## config.mk

```make
export PLATFORM = sky130hd
export DESIGN_NAME = ram_streamer_flat
export DESIGN_NICKNAME = d
export VERILOG_FILES = /design/src/rtl/ram_streamer_pkg.sv /design/src/rtl/ram_streamer_if.sv /design/src/rtl/ram_streamer_fifo2.sv /design/src/rtl/ram_streamer.sv /design/src/flat_wrapper.sv
export SDC_FILE = /design/constraint.sdc
export NUM_CORES = 1
export LEC_CHECK = 0
export ABC_AREA = 1
export CAP_MARGIN = 20
export CORE_MARGIN = 10
export CORE_UTILIZATION = 45
export DETAILED_ROUTE_END_ITERATION = 10
export PLACE_DENSITY = 0.88
export SYNTH_ARGS = -nofsm -noshare
export SYNTH_HDL_FRONTEND = slang
export SYNTH_HIERARCHICAL = 1
export SYNTH_SLANG_ARGS = --single-unit
export TNS_END_PERCENT = 1
```

## constraint.sdc

```tcl
create_clock -name clk -period 1.6 [get_ports clk]
set_input_delay 0.24 -clock clk [delete_from_list [all_inputs] [get_ports clk]]
set_output_delay 0.24 -clock clk [all_outputs]
set_load 0.005 [all_outputs]
```

## src/rtl/ram_streamer_pkg.sv

```systemverilog
// rtl/ram_streamer_pkg.sv - shared state encodings and constants for the RAM streamer
//
// Purpose : state encoding, command encoding and default RAM address width.
// Ports   : none (package). RAM_ADDR_BITS may be predefined to change the default depth.
`ifndef RAM_ADDR_BITS
`define RAM_ADDR_BITS 8
`endif

package ram_streamer_pkg;

    localparam int DEFAULT_ADDR_BITS = `RAM_ADDR_BITS;

    typedef enum logic [1:0] {
        ST_IDLE = 2'd0,
        ST_FILL = 2'd1,
        ST_DUMP = 2'd2
    } state_e;

    localparam logic CMD_FILL = 1'b1;
    localparam logic CMD_DUMP = 1'b0;

endpackage

```

## src/rtl/ram_streamer_if.sv

```systemverilog
// rtl/ram_streamer_if.sv - command, byte-stream, status and RAM-port bundle of the streamer
//
// Purpose : groups every non-clock/reset signal of ram_streamer.
// Ports   : slave modport = streamer view, master modport = host/RAM-model view.
//           cmd_*  command handshake, in_*  FILL stream, out_*  DUMP stream,
//           busy/done status, ram_* single-port RAM, cksum (RAM_STREAMER_CKSUM_EN only).
interface ram_streamer_if
    import ram_streamer_pkg::*;
#(
    parameter int ADDR_BITS = DEFAULT_ADDR_BITS,
    parameter int WIDTH     = 8
);

    logic                 cmd_valid;
    logic                 cmd_ready;
    logic                 cmd_write;
    logic [ADDR_BITS-1:0] cmd_base;
    logic [ADDR_BITS-1:0] cmd_len;
    logic                 in_valid;
    logic                 in_ready;
    logic [WIDTH-1:0]     in_data;
    logic                 out_valid;
    logic                 out_ready;
    logic [WIDTH-1:0]     out_data;
    logic                 busy;
    logic                 done;
    logic                 ram_we;
    logic [ADDR_BITS-1:0] ram_addr;
    logic [WIDTH-1:0]     ram_di;
    logic [WIDTH-1:0]     ram_do;
`ifdef RAM_STREAMER_CKSUM_EN
    logic [7:0]           cksum;

    modport slave (
        input  cmd_valid, cmd_write, cmd_base, cmd_len, in_valid, in_data, out_ready, ram_do,
        output cmd_ready, in_ready, out_valid, out_data, busy, done, ram_we, ram_addr, ram_di,
               cksum
    );

    modport master (
        output cmd_valid, cmd_write, cmd_base, cmd_len, in_valid, in_data, out_ready, ram_do,
        input  cmd_ready, in_ready, out_valid, out_data, busy, done, ram_we, ram_addr, ram_di,
               cksum
    );
`else
    modport slave (
        input  cmd_valid, cmd_write, cmd_base, cmd_len, in_valid, in_data, out_ready, ram_do,
        output cmd_ready, in_ready, out_valid, out_data, busy, done, ram_we, ram_addr, ram_di
    );

    modport master (
        output cmd_valid, cmd_write, cmd_base, cmd_len, in_valid, in_data, out_ready, ram_do,
        input  cmd_ready, in_ready, out_valid, out_data, busy, done, ram_we, ram_addr, ram_di
    );
`endif

endinterface

```

## src/rtl/ram_streamer_fifo2.sv

```systemverilog
// rtl/ram_streamer_fifo2.sv - two-entry byte FIFO buffering DUMP read data
//
// Purpose : holds RAM read data until the DUMP sink takes it.
// Ports   : clk, rst_n (sync active-low), flush (drop contents), push/push_data,
//           pop, count (0..2), head (oldest entry, meaningful when count != 0).
module ram_streamer_fifo2 #(
    parameter int WIDTH = 8
) (
    input  logic             clk,
    input  logic             rst_n,
    input  logic             flush,
    input  logic             push,
    input  logic [WIDTH-1:0] push_data,
    input  logic             pop,
    output logic [1:0]       count,
    output logic [WIDTH-1:0] head
);

    logic [WIDTH-1:0] mem_q [2];
    logic             rd_q;
    logic             wr_q;
    logic [1:0]       cnt_q;

    // Callers never push when full without a same-cycle pop, nor pop when empty.
    always_ff @(posedge clk) begin
        if (!rst_n) begin
            mem_q[0] <= '0;
            mem_q[1] <= '0;
            rd_q     <= 1'b0;
            wr_q     <= 1'b0;
            cnt_q    <= 2'd0;
        end else if (flush) begin
            rd_q  <= 1'b0;
            wr_q  <= 1'b0;
            cnt_q <= 2'd0;
        end else begin
            if (push) begin
                mem_q[wr_q] <= push_data;
                wr_q        <= ~wr_q;
            end
            if (pop) begin
                rd_q <= ~rd_q;
            end
            case ({push, pop})
                2'b10:   cnt_q <= cnt_q + 2'd1;
                2'b01:   cnt_q <= cnt_q - 2'd1;
                default: cnt_q <= cnt_q;
            endcase
        end
    end

    assign count = cnt_q;
    assign head  = mem_q[rd_q];

endmodule

```

## src/rtl/ram_streamer.sv

```systemverilog
// rtl/ram_streamer.sv - FILL/DUMP command engine owning the single-port byte RAM
//
// Purpose : FILL writes an input byte stream to consecutive addresses; DUMP streams
//           consecutive addresses out. One command at a time, addresses wrap.
// Ports   : clk, rst_n (sync active-low), bus (ram_streamer_if.slave: cmd_*, in_*,
//           out_*, busy, done, ram_*).
// Option  : RAM_STREAMER_CKSUM_EN adds bus.cksum, mod-256 sum of bytes moved by the
//           current command.
module ram_streamer
    import ram_streamer_pkg::*;
#(
    parameter int ADDR_BITS = DEFAULT_ADDR_BITS,
    parameter int WIDTH     = 8
) (
    input logic           clk,
    input logic           rst_n,
    ram_streamer_if.slave bus
);

    localparam logic [ADDR_BITS-1:0] A_ONE = ADDR_BITS'(1);

    state_e               state_q, state_d;
    logic [ADDR_BITS-1:0] ptr_q, ptr_d;
    logic [ADDR_BITS-1:0] rem_q, rem_d;
    logic                 inflight_q, inflight_d;
    logic                 last_q, last_d;
    logic                 done_q, done_d;

    logic [1:0]           fifo_count;
    logic [WIDTH-1:0]     fifo_head;
    logic                 accept;
    logic                 issue_first;
    logic                 fill_beat;
    logic                 pop;
    logic                 room;
    logic                 issue;
    logic                 final_pop;

    assign accept      = (state_q == ST_IDLE) && bus.cmd_valid;
    // The first DUMP read is issued in the accept cycle so data appears two cycles later.
    assign issue_first = accept && (bus.cmd_write == CMD_DUMP);
    assign fill_beat   = (state_q == ST_FILL) && bus.in_valid;
    assign pop         = (state_q == ST_DUMP) && (fifo_count != 2'd0) && bus.out_ready;
    // FIFO occupancy plus the outstanding read must stay within the two FIFO slots.
    assign room        = (fifo_count == 2'd0) || ((fifo_count == 2'd1) && !inflight_q);
    assign issue       = (state_q == ST_DUMP) && !last_q && (room || pop);
    assign final_pop   = pop && last_q && !inflight_q && (fifo_count == 2'd1);

    always_comb begin
        state_d    = state_q;
        ptr_d      = ptr_q;
        rem_d      = rem_q;
        inflight_d = 1'b0;
        last_d     = last_q;
        done_d     = 1'b0;
        case (state_q)
            ST_IDLE: begin
                if (accept) begin
                    rem_d = bus.cmd_len;
                    if (bus.cmd_write == CMD_FILL) begin
                        ptr_d   = bus.cmd_base;
                        state_d = ST_FILL;
                    end else begin
                        ptr_d      = bus.cmd_base + A_ONE;
                        inflight_d = 1'b1;
                        last_d     = (bus.cmd_len == '0);
                        state_d    = ST_DUMP;
                    end
                end
            end
            ST_FILL: begin
                if (bus.in_valid) begin
                    ptr_d = ptr_q + A_ONE;
                    if (rem_q == '0) begin
                        state_d = ST_IDLE;
                        done_d  = 1'b1;
                    end else begin
                        rem_d = rem_q - A_ONE;
                    end
                end
            end
            ST_DUMP: begin
                // In DUMP, rem_q counts reads still to issue after the accept-cycle read.
                if (issue) begin
                    ptr_d      = ptr_q + A_ONE;
                    inflight_d = 1'b1;
                    rem_d      = rem_q - A_ONE;
                    last_d     = (rem_q == A_ONE);
                end
                if (final_pop) begin
                    state_d = ST_IDLE;
                    done_d  = 1'b1;
                end
            end
            default: state_d = ST_IDLE;
        endcase
    end

    always_ff @(posedge clk) begin
        if (!rst_n) begin
            state_q    <= ST_IDLE;
            ptr_q      <= '0;
            rem_q      <= '0;
            inflight_q <= 1'b0;
            last_q     <= 1'b0;
            done_q     <= 1'b0;
        end else begin
            state_q    <= state_d;
            ptr_q      <= ptr_d;
            rem_q      <= rem_d;
            inflight_q <= inflight_d;
            last_q     <= last_d;
            done_q     <= done_d;
        end
    end

    // A read issued last cycle has its data on ram_do now.
    ram_streamer_fifo2 #(.WIDTH(WIDTH)) u_fifo (
        .clk       (clk),
        .rst_n     (rst_n),
        .flush     (accept),
        .push      (inflight_q),
        .push_data (bus.ram_do),
        .pop       (pop),
        .count     (fifo_count),
        .head      (fifo_head)
    );

    assign bus.cmd_ready = (state_q == ST_IDLE);
    assign bus.busy      = (state_q != ST_IDLE);
    assign bus.done      = done_q;
    // Gated by rst_n so a FILL interrupted by reset cannot write in the reset cycle.
    assign bus.in_ready  = rst_n && (state_q == ST_FILL);
    assign bus.ram_we    = rst_n && fill_beat;
    assign bus.ram_addr  = issue_first ? bus.cmd_base : ptr_q;
    assign bus.ram_di    = (state_q == ST_FILL) ? bus.in_data : '0;
    assign bus.out_valid = (fifo_count != 2'd0);
    assign bus.out_data  = fifo_head;

`ifdef RAM_STREAMER_CKSUM_EN
    logic [7:0] cksum_q;

    always_ff @(posedge clk) begin
        if (!rst_n) begin
            cksum_q <= 8'h00;
        end else if (accept) begin
            cksum_q <= 8'h00;
        end else if (fill_beat) begin
            cksum_q <= cksum_q + bus.in_data;
        end else if (pop) begin
            cksum_q <= cksum_q + fifo_head;
        end
    end

    assign bus.cksum = cksum_q;
`endif

endmodule

```

## src/flat_wrapper.sv

```systemverilog
// flat-port wrapper written by rule: the top's interface ports become plain ports
module ram_streamer_flat import ram_streamer_pkg::*;
#(
    parameter int ADDR_BITS = DEFAULT_ADDR_BITS,
    parameter int WIDTH     = 8
)
  (clk, rst_n, bus_cmd_valid, bus_cmd_write, bus_cmd_base, bus_cmd_len, bus_in_valid, bus_in_data, bus_out_ready, bus_ram_do, bus_cmd_ready, bus_in_ready, bus_out_valid, bus_out_data, bus_busy, bus_done, bus_ram_we, bus_ram_addr, bus_ram_di);
  ram_streamer_if #(.ADDR_BITS(ADDR_BITS), .WIDTH(WIDTH)) bus_i ();
  input logic clk;
  input logic rst_n;
  input wire logic [$bits(bus_i.cmd_valid)-1:0] bus_cmd_valid;
  input wire logic [$bits(bus_i.cmd_write)-1:0] bus_cmd_write;
  input wire logic [$bits(bus_i.cmd_base)-1:0] bus_cmd_base;
  input wire logic [$bits(bus_i.cmd_len)-1:0] bus_cmd_len;
  input wire logic [$bits(bus_i.in_valid)-1:0] bus_in_valid;
  input wire logic [$bits(bus_i.in_data)-1:0] bus_in_data;
  input wire logic [$bits(bus_i.out_ready)-1:0] bus_out_ready;
  input wire logic [$bits(bus_i.ram_do)-1:0] bus_ram_do;
  output wire logic [$bits(bus_i.cmd_ready)-1:0] bus_cmd_ready;
  output wire logic [$bits(bus_i.in_ready)-1:0] bus_in_ready;
  output wire logic [$bits(bus_i.out_valid)-1:0] bus_out_valid;
  output wire logic [$bits(bus_i.out_data)-1:0] bus_out_data;
  output wire logic [$bits(bus_i.busy)-1:0] bus_busy;
  output wire logic [$bits(bus_i.done)-1:0] bus_done;
  output wire logic [$bits(bus_i.ram_we)-1:0] bus_ram_we;
  output wire logic [$bits(bus_i.ram_addr)-1:0] bus_ram_addr;
  output wire logic [$bits(bus_i.ram_di)-1:0] bus_ram_di;
  assign bus_i.cmd_valid = bus_cmd_valid;
  assign bus_i.cmd_write = bus_cmd_write;
  assign bus_i.cmd_base = bus_cmd_base;
  assign bus_i.cmd_len = bus_cmd_len;
  assign bus_i.in_valid = bus_in_valid;
  assign bus_i.in_data = bus_in_data;
  assign bus_i.out_ready = bus_out_ready;
  assign bus_i.ram_do = bus_ram_do;
  assign bus_cmd_ready = bus_i.cmd_ready;
  assign bus_in_ready = bus_i.in_ready;
  assign bus_out_valid = bus_i.out_valid;
  assign bus_out_data = bus_i.out_data;
  assign bus_busy = bus_i.busy;
  assign bus_done = bus_i.done;
  assign bus_ram_we = bus_i.ram_we;
  assign bus_ram_addr = bus_i.ram_addr;
  assign bus_ram_di = bus_i.ram_di;
  ram_streamer #(.ADDR_BITS(ADDR_BITS), .WIDTH(WIDTH)) u_core (.clk(clk), .rst_n(rst_n), .bus(bus_i));
endmodule
```

== Word level (Yosys, flattened, before mapping) ==
Memories as Yosys holds them, arrays and structs flattened. A register that Yosys moved wholly into a read port is not among the register bits.
Index checks and enable logic that the tools add are counted.

* Bits in registers: 25
* Memory bits (writable): 16
* Bits of input ports: 38
* Output and inout bits: 30
* Logic and storage cells: 105
* Memories: 1

* $add $sub $neg: 5
* Equality and inequality tests: 13
* Multiplexer cells: 41
* Bitwise gates (word level): 4
* Reductions and logical operators: 32

{| class="wikitable"
|+ Memories
! name !! depth !! width !! rd ports !! clocked after Yosys merged registers in !! wr ports !! RTL line !! RTL
|-
| u_core.u_fifo.mem_q || 2 || 8 || 1 || 1 || 2 || ram_streamer_fifo2.sv:19 || <nowiki>logic [WIDTH-1:0] mem_q [2];</nowiki>
|}

{| class="wikitable"
|+ Operators with widths
! kind !! number
|-
| 8-bit two-way mux || 11
|-
| 8-bit case mux with 3 select lines || 2
|-
| 1-bit two-way mux || 18
|-
| 8-bit by 1-bit adder with 8-bit output, second input constant || 2
|-
| 8-bit logical NOT || 2
|-
| 1-bit logical AND || 13
|-
| 4-bit AND reduction || 3
|-
| 2-bit two-way mux || 5
|-
| 8-bit by 1-bit == test with 1-bit output, second input constant || 1
|-
| 2-bit != test, second input constant || 4
|-
| 2-bit nonzero test || 4
|-
| 8-bit OR reduction || 1
|-
| 8-bit by 1-bit subtractor with 8-bit output, second input constant || 1
|-
| 2-bit by 1-bit == test with 1-bit output, second input constant || 3
|-
| 2-bit by 1-bit != test with 1-bit output, second input constant || 3
|-
| 1-bit case mux with 2 select lines || 3
|-
| 2-bit case mux with 3 select lines || 1
|-
| 5-bit AND reduction || 1
|-
| 2-bit == test, second input constant || 2
|-
| 2-bit logical NOT || 2
|-
| 1-bit inverter || 4
|-
| 2-bit case mux with 2 select lines || 1
|-
| 3-bit nonzero test || 1
|-
| 2-bit by 1-bit adder with 2-bit output, second input constant || 1
|-
| 4 further kinds || 6
|}

== Longest topological paths before layout ==
Gate-level depths: netlist (run 1).

* Word-level depth: 8
* Gate-level depth with buffers: 11
* Depth with buffers taken out: 10

== By module ==
The synthesis (run 1) kept the hierarchy.

{| class="wikitable"
|+ Modules (own cells, without submodules)
! module !! times used !! cells each !! area each (um^2) !! sequential area each (um^2)
|-
| ram_streamer || 1 || 346 || 1890.6 || 420.4
|-
| ram_streamer_fifo2 || 1 || 82 || 917.1 || 580.6
|}

== Least setup slack after synthesis (run 1) ==
No wires, ideal clock.

* Path kind: register to register
* Start point: register u_core.state_q[0]
* End point: memory u_core.u_fifo.mem_q[0][0], enable pin
* Arrival time: 1384 ps
* Required time: 1271 ps
* Setup slack: -113 ps
* Stages on the path, launching flop included: 8
* Cells stage by stage: dfxtp_1 > inv_1 > ha_1 > nand2_1 > inv_1 > nor2_4 > nand2_2 > nand2_1

{| class="wikitable"
|+ RTL lines
! what !! RTL line !! RTL
|-
| from (decl) || ram_streamer.sv:22 || <nowiki>state_e state_q, state_d;</nowiki>
|-
| from (signal assigned) || ram_streamer.sv:108 || <nowiki>state_q <= state_d;</nowiki>
|-
| to (decl) || ram_streamer_fifo2.sv:19 ||
|}

== Worst setup path after layout (run 1) ==
* Start point: register u_core.state_q[1]
* End point: output port bus_ram_addr[5]

* Longest elaborated chain between the ends: 4

{| class="wikitable"
|+ RTL lines
! what !! RTL line !! RTL
|-
| 2-bit logical NOT || ram_streamer.sv:39 || <nowiki>assign accept = (state_q == ST_IDLE) && bus.cmd_valid;</nowiki>
|-
| 1-bit logical AND || ram_streamer.sv:39 ||
|-
| 1-bit logical AND || ram_streamer.sv:41 || <nowiki>assign issue_first = accept && (bus.cmd_write == CMD_DUMP);</nowiki>
|-
| 8-bit two-way mux || ram_streamer.sv:135 || <nowiki>assign bus.ram_addr = issue_first ? bus.cmd_base : ptr_q;</nowiki>
|-
| to (decl) || flat_wrapper.sv:26 || <nowiki>output wire logic [$bits(bus_i.ram_addr)-1:0] bus_ram_addr;</nowiki>
|}

No other way between the ends.

==> reports/results.ini, run 1 <==
[run_status]
status=finished with violations
violations=negative setup slack

[global_routing]
grt-ovfl-total=0
grtUsageTotal_pct=15.8
grt_pass1_wl_um=13300
grt_pass1_vias=2948
grt_max_degree=20
antenna_found_initial=0

[power]
ir_worst_vdd_v=0.00118
leakagePower_uw=0.00206
power_uw=6320
power_density_nw_per_um2=1560

[logic_synthesis]
async_reset_ff_share_pct=0
yosys_warnings=6
syn_area_um2=2810
synth_seq_cells=42
synth_edf_count=16
synth_cell_type_count=30
synth_fp_nets=476
avgSynthCellArea_um2=6.56
synth_ff_type=dfxtp_1
ys_seq_area_share_pct=35.7
syn_inst=428

[clock_tree]
clk_pin_slew_ns=0.08
ctsHoldBuffers=0
cts_tree=done
htreeDepth=2
cts.sinks=42
clockBufferDepth=2
root_buffer=clkbuf_8
numCtsBuffers=5
clkLatencyLatePin_ns=0.29

[die]
coreArea_um2=5990
die_y_um=99.0
pin_count=68
die-area_um2=9800
die_x_um=99.0
core.rowCount=28
initial_core_util_pct=46.9

[worst_setup_path]
worstPathArrival_ns=1.48
cp.required_ns=1.36
worst_setup_path_start_kind=flip-flop
critical_path.cell_chain=inv_2 > ha_4 > nand2_4 > nor2_4 > buf_4 > buf_4 > o21ai_1 > buf_2
crit_top_cell=buf_4
path_buf_inv=4
crit_type=reg2out
critPathTopFamily=buffers and inverters
critPathMaxFanout=5
worst_path_max_delay_cell=dfxtp_2
cp-end-kind=primary output
critPathMaxStageDelay_ns=0.35

[route]
first_iter_violations=192
vias=3096
wl_per_cell_um=13.5
drt_wl_total_um=8210
drc_errors=0
dr.pass1.iters=5
vias_per_cell=5.08
ant_nets=0

[layout]
syn_to_final_growth_pct=44.1
fin_nets=582
drive_gt1_share_pct=22.6
utilization_pct=67.5
antennaDiodeCount=0

[sta]
timing.final.crit_period_ns=1.72
finalHoldViolCount=0
setup_slack_ns=-0.119
worst_pin_slew_ns=0.355
finClkSkew_ns=0.00982
holdWs_ns=0.494
fmax_mhz=582
setup_viol=21
relSlewSlack_pct=76.1
fin_tns_setup_ns=-1.41
rsz0062_at_grt=yes
fin_crit_sh_pct=107
slew_viol_final=0

[placement]
pre_cts_ws_ns=-0.430
dpl.hpwl_um=6080
portBuffers=67
place_congestion=0.888

[run]
drv_cap=0

[min_path]
hold_path_class=reg2reg

through the flow:
step,cells,cell area [µm²]
after global routing,610,4050
after CTS,608,3930
after detailed placement,596,3820
after global placement,596,3820
after floorplan,428,2820
final,610,4050
Yosys cell counts, drive strengths merged, types with 4 or more instances:
library cell | instances | area, µm²
nand2 | 122 | 473
nor2 | 91 | 359
inv | 66 | 248
nand3 | 29 | 170
dfxtp | 26 | 521
o21ai | 26 | 130
edfxtp | 16 | 480
ha | 10 | 125
mux2 | 8 | 90.1
a21oi | 7 | 35.0
nand4 | 6 | 37.5
clkbuf | 5 | 30.0
buf | 4 | 32.5
final cells by class:
cell class	instances	area (µm²)
Fill cell	498	1940
Multi-Input combinational cell	311	1650
Sequential cell	42	1010
Timing Repair Buffer	107	953
Inverter	67	251
Tap cell	75	93.8
Clock buffer	6	72.6
Clock inverter	2	13.8
timing repair:
item / in CTS / in global routing
gates resized for setup: 106 / 39
gates cloned: 1 / 1
setup buffers: 3 / 1
setup endpoints to repair: 79 / 79
pin swaps: 5 / 8
report_power, final:
group / internal, µW / switching [µW] / total, µW
clock: 308 / 363 / 671
sequential: 1400 / 210 / 1610
combinational: 1690 / 2350 / 4040
total: 3400 / 2920 / 6320
logic make-up (layout without fill, tap and decap cells):
logic type / Yosys count / count (layout) / synth area share, %
and+or+nand+nor: 253 / 254 / 38.0
buffers and inverters: 76 / 182 / 11.2
DFF: 42 / 42 / 35.7
AOI/OAI and AO/OA: 37 / 37 / 6.86
adders and majority gates: 10 / 10 / 4.46
muxes: 8 / 8 / 3.21
xor gates and xnor gates: 2 / 2 / 0.624
cells in the final DEF (no fill, tap or decap), types with 2 or more instances in the layout:
| cell | Yosys | final |
|---|---|---|
| buf_2 | 2 | 14 |
| o21ai_0 | 25 | 16 |
| ha_4 | 0 | 3 |
| clkbuf_8 | 1 | 5 |
| clkbuf_2 | 1 | 2 |
| clkdlybuf4s15_1 | 0 | 7 |
| ha_1 | 10 | 7 |
| nand2_2 | 6 | 9 |
| or2_2 | 2 | 2 |
| a21oi_1 | 7 | 6 |
| dfxtp_2 | 0 | 4 |
| dfxtp_1 | 26 | 21 |
| nand4_1 | 6 | 6 |
| edfxtp_1 | 16 | 16 |
| nor2_4 | 2 | 4 |
| nor2_1 | 88 | 80 |
| o21ai_1 | 1 | 8 |
| nand2_8 | 0 | 2 |
| buf_6 | 2 | 4 |
| o21ai_2 | 0 | 2 |
| inv_2 | 2 | 8 |
| dlygate4sd2_1 | 0 | 3 |
| nor3_1 | 3 | 3 |
| mux2_2 | 8 | 8 |
| clkdlybuf4s50_1 | 0 | 38 |
| buf_12 | 0 | 3 |
| nand3_1 | 27 | 27 |
| nor2_2 | 1 | 7 |
| dlymetal6s2s_1 | 0 | 2 |
| nand2_1 | 116 | 108 |
| inv_1 | 64 | 58 |
| nand3_4 | 2 | 3 |
| buf_4 | 0 | 32 |
| nand2_4 | 0 | 3 |
| a31oi_1 | 2 | 2 |
worst paths after layout:
path,startpoint,to,slack [ns],depth (start not counted)
min,u_core/u_fifo/count[0]$_SDFFE_PP0P_,u_core/u_fifo/count[0]$_SDFFE_PP0P_,0.49,1
max,u_core/state_q[1]$_SDFFE_PN0P_,bus_ram_addr[5],-0.12,8
max reg2reg,u_core/state_q[1]$_SDFFE_PN0P_,u_core/rem_q[7]$_SDFFE_PN0P_,-0.09,11
min reg2reg,u_core/u_fifo/count[0]$_SDFFE_PP0P_,u_core/u_fifo/count[0]$_SDFFE_PP0P_,0.49,1
layer usage:
metal  part of all wire, %  up-vias  track usage (%)  wire (µm)
met5                     0        -                0          0
met4                   1.5        0             3.64        123
met3                   7.1       16             3.00        583
met2                    52      126             29.2       4280
met1                    39     1405             18.2       3220
li1                      -     1549                -          -
flip-flops by register name, summed over array words and instances (netlist names), named ones only:
name,cells
u_core/bus.done,1
u_core/u_fifo/mem_q,16
u_core/u_fifo/rd_q,1
u_core/rem_q,8
u_core/u_fifo/wr_q,1
u_core/ptr_q,8
u_core/last_q,1
u_core/state_q,2
u_core/inflight_q,1
u_core/u_fifo/count,2
worst register-to-register path: stages, from the launching register on:
cell and delay [ns]:
dfxtp_2 0.35, inv_2 0.05, buf_4 0.14, ha_4 0.17, buf_4 0.14, inv_2 0.05, o21ai_2 0.07, nor2_4 0.11
buf_8 0.15, nand3_4 0.14, nor2_1 0.15, nor2_1 0.06
No activity file was read; power rests on OpenSTA's default activity.
==> run 2, diff against run 1 <==
--- a/config.mk
+++ b/config.mk
@@ -11,6 +11,7 @@
 export CORE_UTILIZATION = 45
 export DETAILED_ROUTE_END_ITERATION = 10
 export PLACE_DENSITY = 0.88
+export SLEW_MARGIN = 40
 export SYNTH_ARGS = -nofsm -noshare
 export SYNTH_HDL_FRONTEND = slang
 export SYNTH_HIERARCHICAL = 1
==> results of run 2 <==
Final layout, timing and power as in run 1 (identical DEF).
==> run 3, diff against run 2 <==
--- a/config.mk
+++ b/config.mk
@@ -7,9 +7,11 @@
 export LEC_CHECK = 0
 export ABC_AREA = 1
 export CAP_MARGIN = 20
+export CORE_ASPECT_RATIO = 0.8
 export CORE_MARGIN = 10
 export CORE_UTILIZATION = 45
 export DETAILED_ROUTE_END_ITERATION = 10
+export GPL_TIMING_DRIVEN = 0
 export PLACE_DENSITY = 0.88
 export SLEW_MARGIN = 40
 export SYNTH_ARGS = -nofsm -noshare
==> run 3 against run 2 <==
  * The run still ends with negative setup slack left
  * Utilization decreased by 2.1 points
  * Fmax decreased by 6.1%
  * Clock power rose by 7.0%
  * Routed wire length up 2.7%
==> reports/results.ini, run 3 (same netlist as run 1, synthesis figures left out) <==
[run_status]
status=finished with violations
violations=negative setup slack

[power]
switchingPower_uw=2950
leakagePower_uw=0.00195
power_density_nw_per_um2=1590
comb_power_share_pct=62.1
sw_frac_of_total_pct=47.6
pwr-share-seq_pct=26.4
internal-power_uw=3250
ir_worst_vdd_v=0.000826
pwr-share-clk_pct=11.6

[sta]
slew_viol_final=0
fmax_mhz=547
worst_pin_slew_ns=0.395
rsz0062_at_grt=yes
timing.final.crit_period_ns=1.83
setup_slack_ns=-0.229
setup_viol=43
fin_tns_setup_ns=-4.76
finClkSkew_ns=0.00704
relSlewSlack_pct=73.6
finalHoldViolCount=0
fin_crit_sh_pct=114

[route]
vias=3062
ant_nets=0
drc_errors=0
dr.pass1.iters=5
first_iter_violations=182
drt_wl_total_um=8430
wl_per_cell_um=14.2
vias_per_cell=5.15

[clock_tree]
cts.sinks=42
cts_tree=done
clockBufferDepth=2
clk_pin_slew_ns=0.08
htreeDepth=2
clkLatencyLatePin_ns=0.30
numCtsBuffers=5
root_buffer=clkbuf_8
ctsHoldBuffers=0

[worst_setup_path]
cp.required_ns=1.36
critPathMaxFanout=8
worst_path_max_delay_cell=dfxtp_4
cp-end-kind=primary output
critPathTopFamily=buffers and inverters
crit_top_cell=buf_8
crit_type=reg2out
critPathMaxStageDelay_ns=0.37
path_buf_inv=4
worst_setup_path_start_kind=flip-flop
critical_path.cell_chain=inv_4 > ha_4 > nand2_4 > nor2_4 > buf_8 > buf_8 > nand2_2 > o21ai_2 > buf_2
worstPathArrival_ns=1.59

[min_path]
hold_path_class=reg2reg

[layout]
fin_area_um2=3910
n_fill_cell=516
utilization_pct=65.4
fin_nets=560
mostFrequentLayoutCell=nand2_1
reg_top3=u_core/u_fifo/mem_q (16), u_core/ptr_q (8), u_core/rem_q (8)
final_cell_mix=nand2_1 (103), nor2_1 (84), inv_1 (58)
top_register=u_core/u_fifo/mem_q
largest_reg_flops=16
antennaDiodeCount=0
syn_to_final_growth_pct=39.2
drive_gt1_share_pct=20.5

[global_routing]
grt-ovfl-total=0
antenna_found_initial=0
grt_pass1_wl_um=13000
grtUsageTotal_pct=15.8
grt_max_degree=16
grt_pass1_vias=2745

[die]
coreArea_um2=5970
die_y_um=90.7
die_x_um=108
core.rowCount=25
die-area_um2=9820
pin_count=68
initial_core_util_pct=47.0

[placement]
portBuffers=67
dpl.hpwl_um=6010
place_congestion=0.932
post_dp_cell_area_um2=3590

[run]
drv_cap=0

-- run 3: cell types whose count changed in the layout (fill, tap and decap cells not counted), sizes merged --
cell / delta
clkinvlp: +2
clkdlybuf4s50: -1
clkdlybuf4s15: +1
buf: -23
dlygate4sd2: +1
clkinv: -2
inv: +1
clkbuf: +1
dlymetal6s2s: -1
nand3: -1
-- run 3: per-stage QoR --
stage	setup slack (ns)	power, µW	hold slack (ns)	instances
after floorplan	-0.0169	3880	0.405	428
after global routing	-0.296	6750	0.538	594
after global placement	-0.791	4910	0.498	576
after CTS	-0.232	5900	0.498	591
after detailed placement	-0.801	5010	0.521	576
final	-0.229	6210	0.516	594
-- run 3: power by group through the flow --
stage               clock, µW  combinational [µW]  sequential [µW]
finish                    718                3850             1640
global route              766                4310             1670
CTS                       720                3560             1610
detailed placement          0                3390             1620
global placement            0                3300             1610
floorplan                   0                2310             1570
-- run 3: area by class of cell --
class	count	area, µm²	area share [%]
repair buffers	77	689	17.6
plain buffers	9	95.1	2.43
clock buffers	5	68.8	1.76
inverters	67	264	6.75
flip-flops and latches	42	1010	26.0
well taps	81	101	2.59
clock inverters	3	23.8	0.608
multi-input cells	310	1650	42.3
-- run 3: path summary, 6_finish.rpt --
kind | startpoint | to | slack, ns | cells past startpoint
worst max-delay path | u_core/state_q[0]$_SDFFE_PN0P_ | bus_ram_addr[5] | -0.23 | 9
worst min-delay path | u_core/u_fifo/count[0]$_SDFFE_PP0P_ | u_core/u_fifo/count[0]$_SDFFE_PP0P_ | 0.52 | 1
worst min register to register | u_core/u_fifo/count[0]$_SDFFE_PP0P_ | u_core/u_fifo/count[0]$_SDFFE_PP0P_ | 0.52 | 1
worst max register to register | u_core/state_q[1]$_SDFFE_PN0P_ | u_core/u_fifo/mem_q[1][3]$_SDFFCE_PN0P_ | -0.15 | 8
-- run 3: layer usage --
layer / wire [µm] / track usage [%] / up-vias
met5: 0 / 0 / -
met4: 104 / 3.40 / 0
met3: 878 / 5.28 / 14
met2: 4050 / 25.6 / 164
met1: 3400 / 19.9 / 1384
li1: - / - / 1500
-- run 3: worst reg2reg max path, cell delays in order, from the launching register on --
cell,delay [ns]
dfxtp_4,0.38
inv_4,0.05
ha_4,0.17
nand2_4,0.09
buf_4,0.11
inv_1,0.10
nor2_4,0.22
nand3_4,0.18
nand2_4,0.17
-- run 3: what timing repair did --
item                                   in CTS  in global routing
endpoints found under the hold margin       0                  0
setup buffers                               7                  3
setup endpoints to repair                  83                 60
pin swaps                                   4                  9
gates resized for setup                   129                 40
